## src/rtl/thunderbird_turn_signal_if.sv

```systemverilog
// ============================================================================
// Module   : thunderbird_turn_signal_if
// Purpose  : Switch inputs and lamp outputs of the turn-signal sequencer.
// Revision : 1.0 - initial release
// ============================================================================
`default_nettype none

interface thunderbird_turn_signal_if;
  logic left_sw;
  logic right_sw;
  logic la;
  logic lb;
  logic lc;
  logic ra;
  logic rb;
  logic rc;

  // Master drives the switches and observes the lamps
  modport master (
    output left_sw,
    output right_sw,
    input  la,
    input  lb,
    input  lc,
    input  ra,
    input  rb,
    input  rc
  );

  modport slave (
    input  left_sw,
    input  right_sw,
    output la,
    output lb,
    output lc,
    output ra,
    output rb,
    output rc
  );
endinterface

`default_nettype wire

```

## src/rtl/thunderbird_turn_signal.sv

```systemverilog
// ============================================================================
// Module   : thunderbird_turn_signal
// Purpose  : Moore FSM sequencing Thunderbird-style left/right sweeps and hazard.
// Revision : 1.0 - initial release
// ============================================================================
`default_nettype none

module thunderbird_turn_signal (
  input  wire logic                      clk,
  input  wire logic                      reset,
  thunderbird_turn_signal_if.slave       bus
);

  typedef enum logic [2:0] {
    IDLE = 3'd0,
    L1   = 3'd1,
    L2   = 3'd2,
    L3   = 3'd3,
    R1   = 3'd4,
    R2   = 3'd5,
    R3   = 3'd6,
    HAZ  = 3'd7
  } state_t;

  state_t     state_q;
  state_t     state_d;
  logic [5:0] lamps;

  always_ff @(posedge clk or negedge reset) begin
    if (!reset) begin
      state_q <= IDLE;
    end else begin
      state_q <= state_d;
    end
  end

  // Sweeps run to completion; switches are only looked at from IDLE
  always_comb begin
    state_d = IDLE;
    case (state_q)
      IDLE: begin
        case ({bus.left_sw, bus.right_sw})
          2'b10:   state_d = L1;
          2'b01:   state_d = R1;
          2'b11:   state_d = HAZ;
          default: state_d = IDLE;
        endcase
      end
      L1:      state_d = L2;
      L2:      state_d = L3;
      L3:      state_d = IDLE;
      R1:      state_d = R2;
      R2:      state_d = R3;
      R3:      state_d = IDLE;
      HAZ:     state_d = IDLE;
      default: state_d = IDLE;
    endcase
  end

  // Lamp vector {la,lb,lc,ra,rb,rc}, decoded purely from state
  always_comb begin
    lamps = 6'b000000;
    case (state_q)
      L1:      lamps = 6'b100000;
      L2:      lamps = 6'b110000;
      L3:      lamps = 6'b111000;
      R1:      lamps = 6'b000100;
      R2:      lamps = 6'b000110;
      R3:      lamps = 6'b000111;
      HAZ:     lamps = 6'b111111;
      default: lamps = 6'b000000;
    endcase
  end

  assign bus.la = lamps[5];
  assign bus.lb = lamps[4];
  assign bus.lc = lamps[3];
  assign bus.ra = lamps[2];
  assign bus.rb = lamps[1];
  assign bus.rc = lamps[0];

endmodule

`default_nettype wire

```

## src/flat_wrapper.sv

```systemverilog
// flat-port wrapper written by rule: the top's interface ports become plain ports
module thunderbird_turn_signal_flat 
  (clk, reset, bus_left_sw, bus_right_sw, bus_la, bus_lb, bus_lc, bus_ra, bus_rb, bus_rc);
  thunderbird_turn_signal_if bus_i ();
  input  wire logic clk;
  input  wire logic reset;
  input wire logic [$bits(bus_i.left_sw)-1:0] bus_left_sw;
  input wire logic [$bits(bus_i.right_sw)-1:0] bus_right_sw;
  output wire logic [$bits(bus_i.la)-1:0] bus_la;
  output wire logic [$bits(bus_i.lb)-1:0] bus_lb;
  output wire logic [$bits(bus_i.lc)-1:0] bus_lc;
  output wire logic [$bits(bus_i.ra)-1:0] bus_ra;
  output wire logic [$bits(bus_i.rb)-1:0] bus_rb;
  output wire logic [$bits(bus_i.rc)-1:0] bus_rc;
  assign bus_i.left_sw = bus_left_sw;
  assign bus_i.right_sw = bus_right_sw;
  assign bus_la = bus_i.la;
  assign bus_lb = bus_i.lb;
  assign bus_lc = bus_i.lc;
  assign bus_ra = bus_i.ra;
  assign bus_rb = bus_i.rb;
  assign bus_rc = bus_i.rc;
  thunderbird_turn_signal u_core (.clk(clk), .reset(reset), .bus(bus_i));
endmodule
```

## config.mk

```make
export PLATFORM = sky130hd
export DESIGN_NAME = thunderbird_turn_signal_flat
export DESIGN_NICKNAME = d
export VERILOG_FILES = /design/src/rtl/thunderbird_turn_signal_if.sv /design/src/rtl/thunderbird_turn_signal.sv /design/src/flat_wrapper.sv
export SDC_FILE = /design/constraint.sdc
export NUM_CORES = 1
export LEC_CHECK = 0
export CORE_AREA = 2 2 39 41
export CTS_BUF_LIST = sky130_fd_sc_hd__clkbuf_4 sky130_fd_sc_hd__clkbuf_8
export CTS_CLUSTER_DIAMETER = 120
export DETAILED_ROUTE_END_ITERATION = 7
export DIE_AREA = 0 0 41 43
export SLEW_MARGIN = 20
export SYNTH_ARGS = -nofsm -noshare
export SYNTH_HDL_FRONTEND = slang
export SYNTH_SLANG_ARGS = --single-unit
export TNS_END_PERCENT = 10
```

## constraint.sdc

```tcl
create_clock -name clk -period 0.8 [get_ports clk]
set_input_delay 0.16 -clock clk [delete_from_list [all_inputs] [get_ports clk]]
set_output_delay 0.16 -clock clk [all_outputs]
set_load 0.02 [all_outputs]
```

==> results <==
worst max-delay path, cell delays in order, from the launching register on:
cell and delay [ps]:
dfrtp_2 430, maj3_2 320, buf_6 130
worst paths after layout:
path                                        startpoint                     endpoint  slack (ps)  cells after the start
setup / recovery           u_core.state_q[1]$_DFF_PN0_                       bus_la        -480                      2
hold / removal                                   reset  u_core.state_q[1]$_DFF_PN0_         110                      1
setup reg to reg           u_core.state_q[1]$_DFF_PN0_  u_core.state_q[0]$_DFF_PN0_        -270                      4
hold reg to reg            u_core.state_q[1]$_DFF_PN0_  u_core.state_q[2]$_DFF_PN0_         520                      1
max in group asynchronous                        reset  u_core.state_q[0]$_DFF_PN0_         540                      1
min in group clk           u_core.state_q[1]$_DFF_PN0_  u_core.state_q[2]$_DFF_PN0_         520                      1
repair_timing:
item | in CTS | in global routing
gates resized for setup | 34 | 1
hold endpoints to repair | 0 | 0
pin swaps | 1 | 3
setup endpoints to repair | 9 | 9
buffers inserted | 2 | 0
layer usage:
layer / wire, um / GRT usage / vias to the layer above / share of wire
met4: 0 / 0.120 / 0 / 0
met2: 305 / 0.119 / 6 / 0.59
met5: 0 / 0 / - / 0
li1: - / - / 95 / -
met1: 182 / 0.0677 / 83 / 0.35
met3: 28 / 0.0314 / 0 / 0.054
cell type report:
type,count,area (um^2)
Clock buffer,4,30.0
Fill cell,159,1010
Inverter,1,3.75
Multi-Input combinational cell,13,108
Sequential cell,3,77.6
Tap cell,16,20.0
Timing Repair Buffer,16,131
logic make-up (layout without fill, tap and decap cells):
kind of cell,Yosys count,in the layout,synth area share
adders and majority gates,1,1,0.0667
buffers and inverters,2,21,0.0444
AOI/OAI and AO/OA,2,2,0.104
and+or+nand+nor,10,10,0.341
DFF,3,3,0.444
per-stage QoR:
stage	TNS, ps	instances	hold WS (ps)	util
after floorplan	-526	18	-136	-
after global placement	-3970	47	354	0.231
after detailed placement	-3930	47	355	0.231
after CTS	-2840	53	99.2	0.263
after global routing	-3200	53	98.5	0.268
final	-2830	53	105	0.268
report_power, final:
part / total (mW) / switching, mW / internal (mW) / leakage [nW]
combinational: 1.17 / 0.517 / 0.648 / 0.121
clock: 0.309 / 0.0879 / 0.221 / 0.0184
sequential: 0.360 / 0.119 / 0.241 / 0.0346
cell usage in the layout, fill, tap and decap left out:
master,count
inv_2,1
a21oi_1,1
dfrtp_1,1
buf_2,3
nor3_1,1
buf_4,7
nor2b_4,1
nand2b_1,1
nor2_2,1
nand2_1,1
and2_4,1
maj3_2,1
nor2b_2,1
a211oi_2,1
clkbuf_4,4
buf_6,3
nor3_4,1
dfrtp_2,2
clkdlybuf4s50_1,3
nor2_1,1
and2_1,1
==> metrics.txt <==
startpoint types=flip-flop; Skew-Pair Late Insertion Delay=230 ps; chip height=43 um; hold violation total from the final report=0; setup violators final=9; Overflow after GRT=0; Final period util=1.61; Crit. End Element=primary output; crit path time final=1280 ps; diode count=0; Total Nets Final=42; failing checks=negative setup slack; post-route ant nets=0; WP data required=640 ps; initial antenna violation count=0; synth top area cells=dfrtp_1 (44%), a211oi_2 (7.4%), maj3_2 (6.7%); Yosys Warn Count=0; Min-Delay Path Class=in2async; Rel. slew slack=0.880; Root Buffer=clkbuf_4; Most used DFF post-synth=dfrtp_1; core box area=1380 um^2; DR vias/cell=3.47; vias in the first global route=198; number of synthesized flops with an enable pin=0; Die X=41 um; DRC viols=0; maximum VDD drop=1.05 mV; die area=1760 um^2; number of I/O pins=10; layout cells sized above 1=0.730; sequential share of the synthesized area=0.444; Syn Inst Count=18; type of the worst setup path=reg2out; slew of the pin with the lowest slew margin=180 ps; hold_buf cts=0; DP Area=320 um^2; DP Worst Slack=-630 ps; Fmax=0.779 GHz; largest net degree at the start of global routing=7; area of the mapped netlist=169 um^2; share of the synthesized area in the top cell type=0.444; Post-synth top cells=dfrtp_1 (3), nor2_1 (2), nor3_1 (2); H-Tree Depth=1; Setup Skew=2.61 ps; Synth-to-Final Area Change=119%; total wire length=516 um; clock sinks=3; run status=finished, violations left; DRT Pass-1 Iters=2; wire per inst=9.74 um; leakage=0.174 nW; Max FO, Critical Path=6; Synth area leader=dfrtp_1; first-pass GRT wire length=814 um; Synth cell types=14; Slew Limit Fails=0; Rows=14; CTS tree=built; power per cell area=4950 nW/um^2; final instance area=370 um^2; Worst-path clk slew=40 ps; via count=184; Mapped Nets=22; Post-synth ARST share=1.00; mean area per synthesized cell=9.38 um^2; setup slack after layout=-484 ps; gpl congestion=0.616; maximum clock path buffer count=2; biggest regs=u_core.state_q (3); flops & latches, synth=3; max reg flops=3; RSZ-0062 raised after global routing=yes; hpwl dp=286 um; total power=1.83 mW; most flop-heavy register=u_core.state_q; top-count cell post-synth=dfrtp_1; CTS buffer count=3; Total Routing Usage GR=0.0834; CP Data Arrival Time=1120 ps; PortBufs=9; initial core utilization=0.122; max_cap viols=0; Starting DRT DRC Count=2
Note: power is estimated with default switching activity, not from simulation.
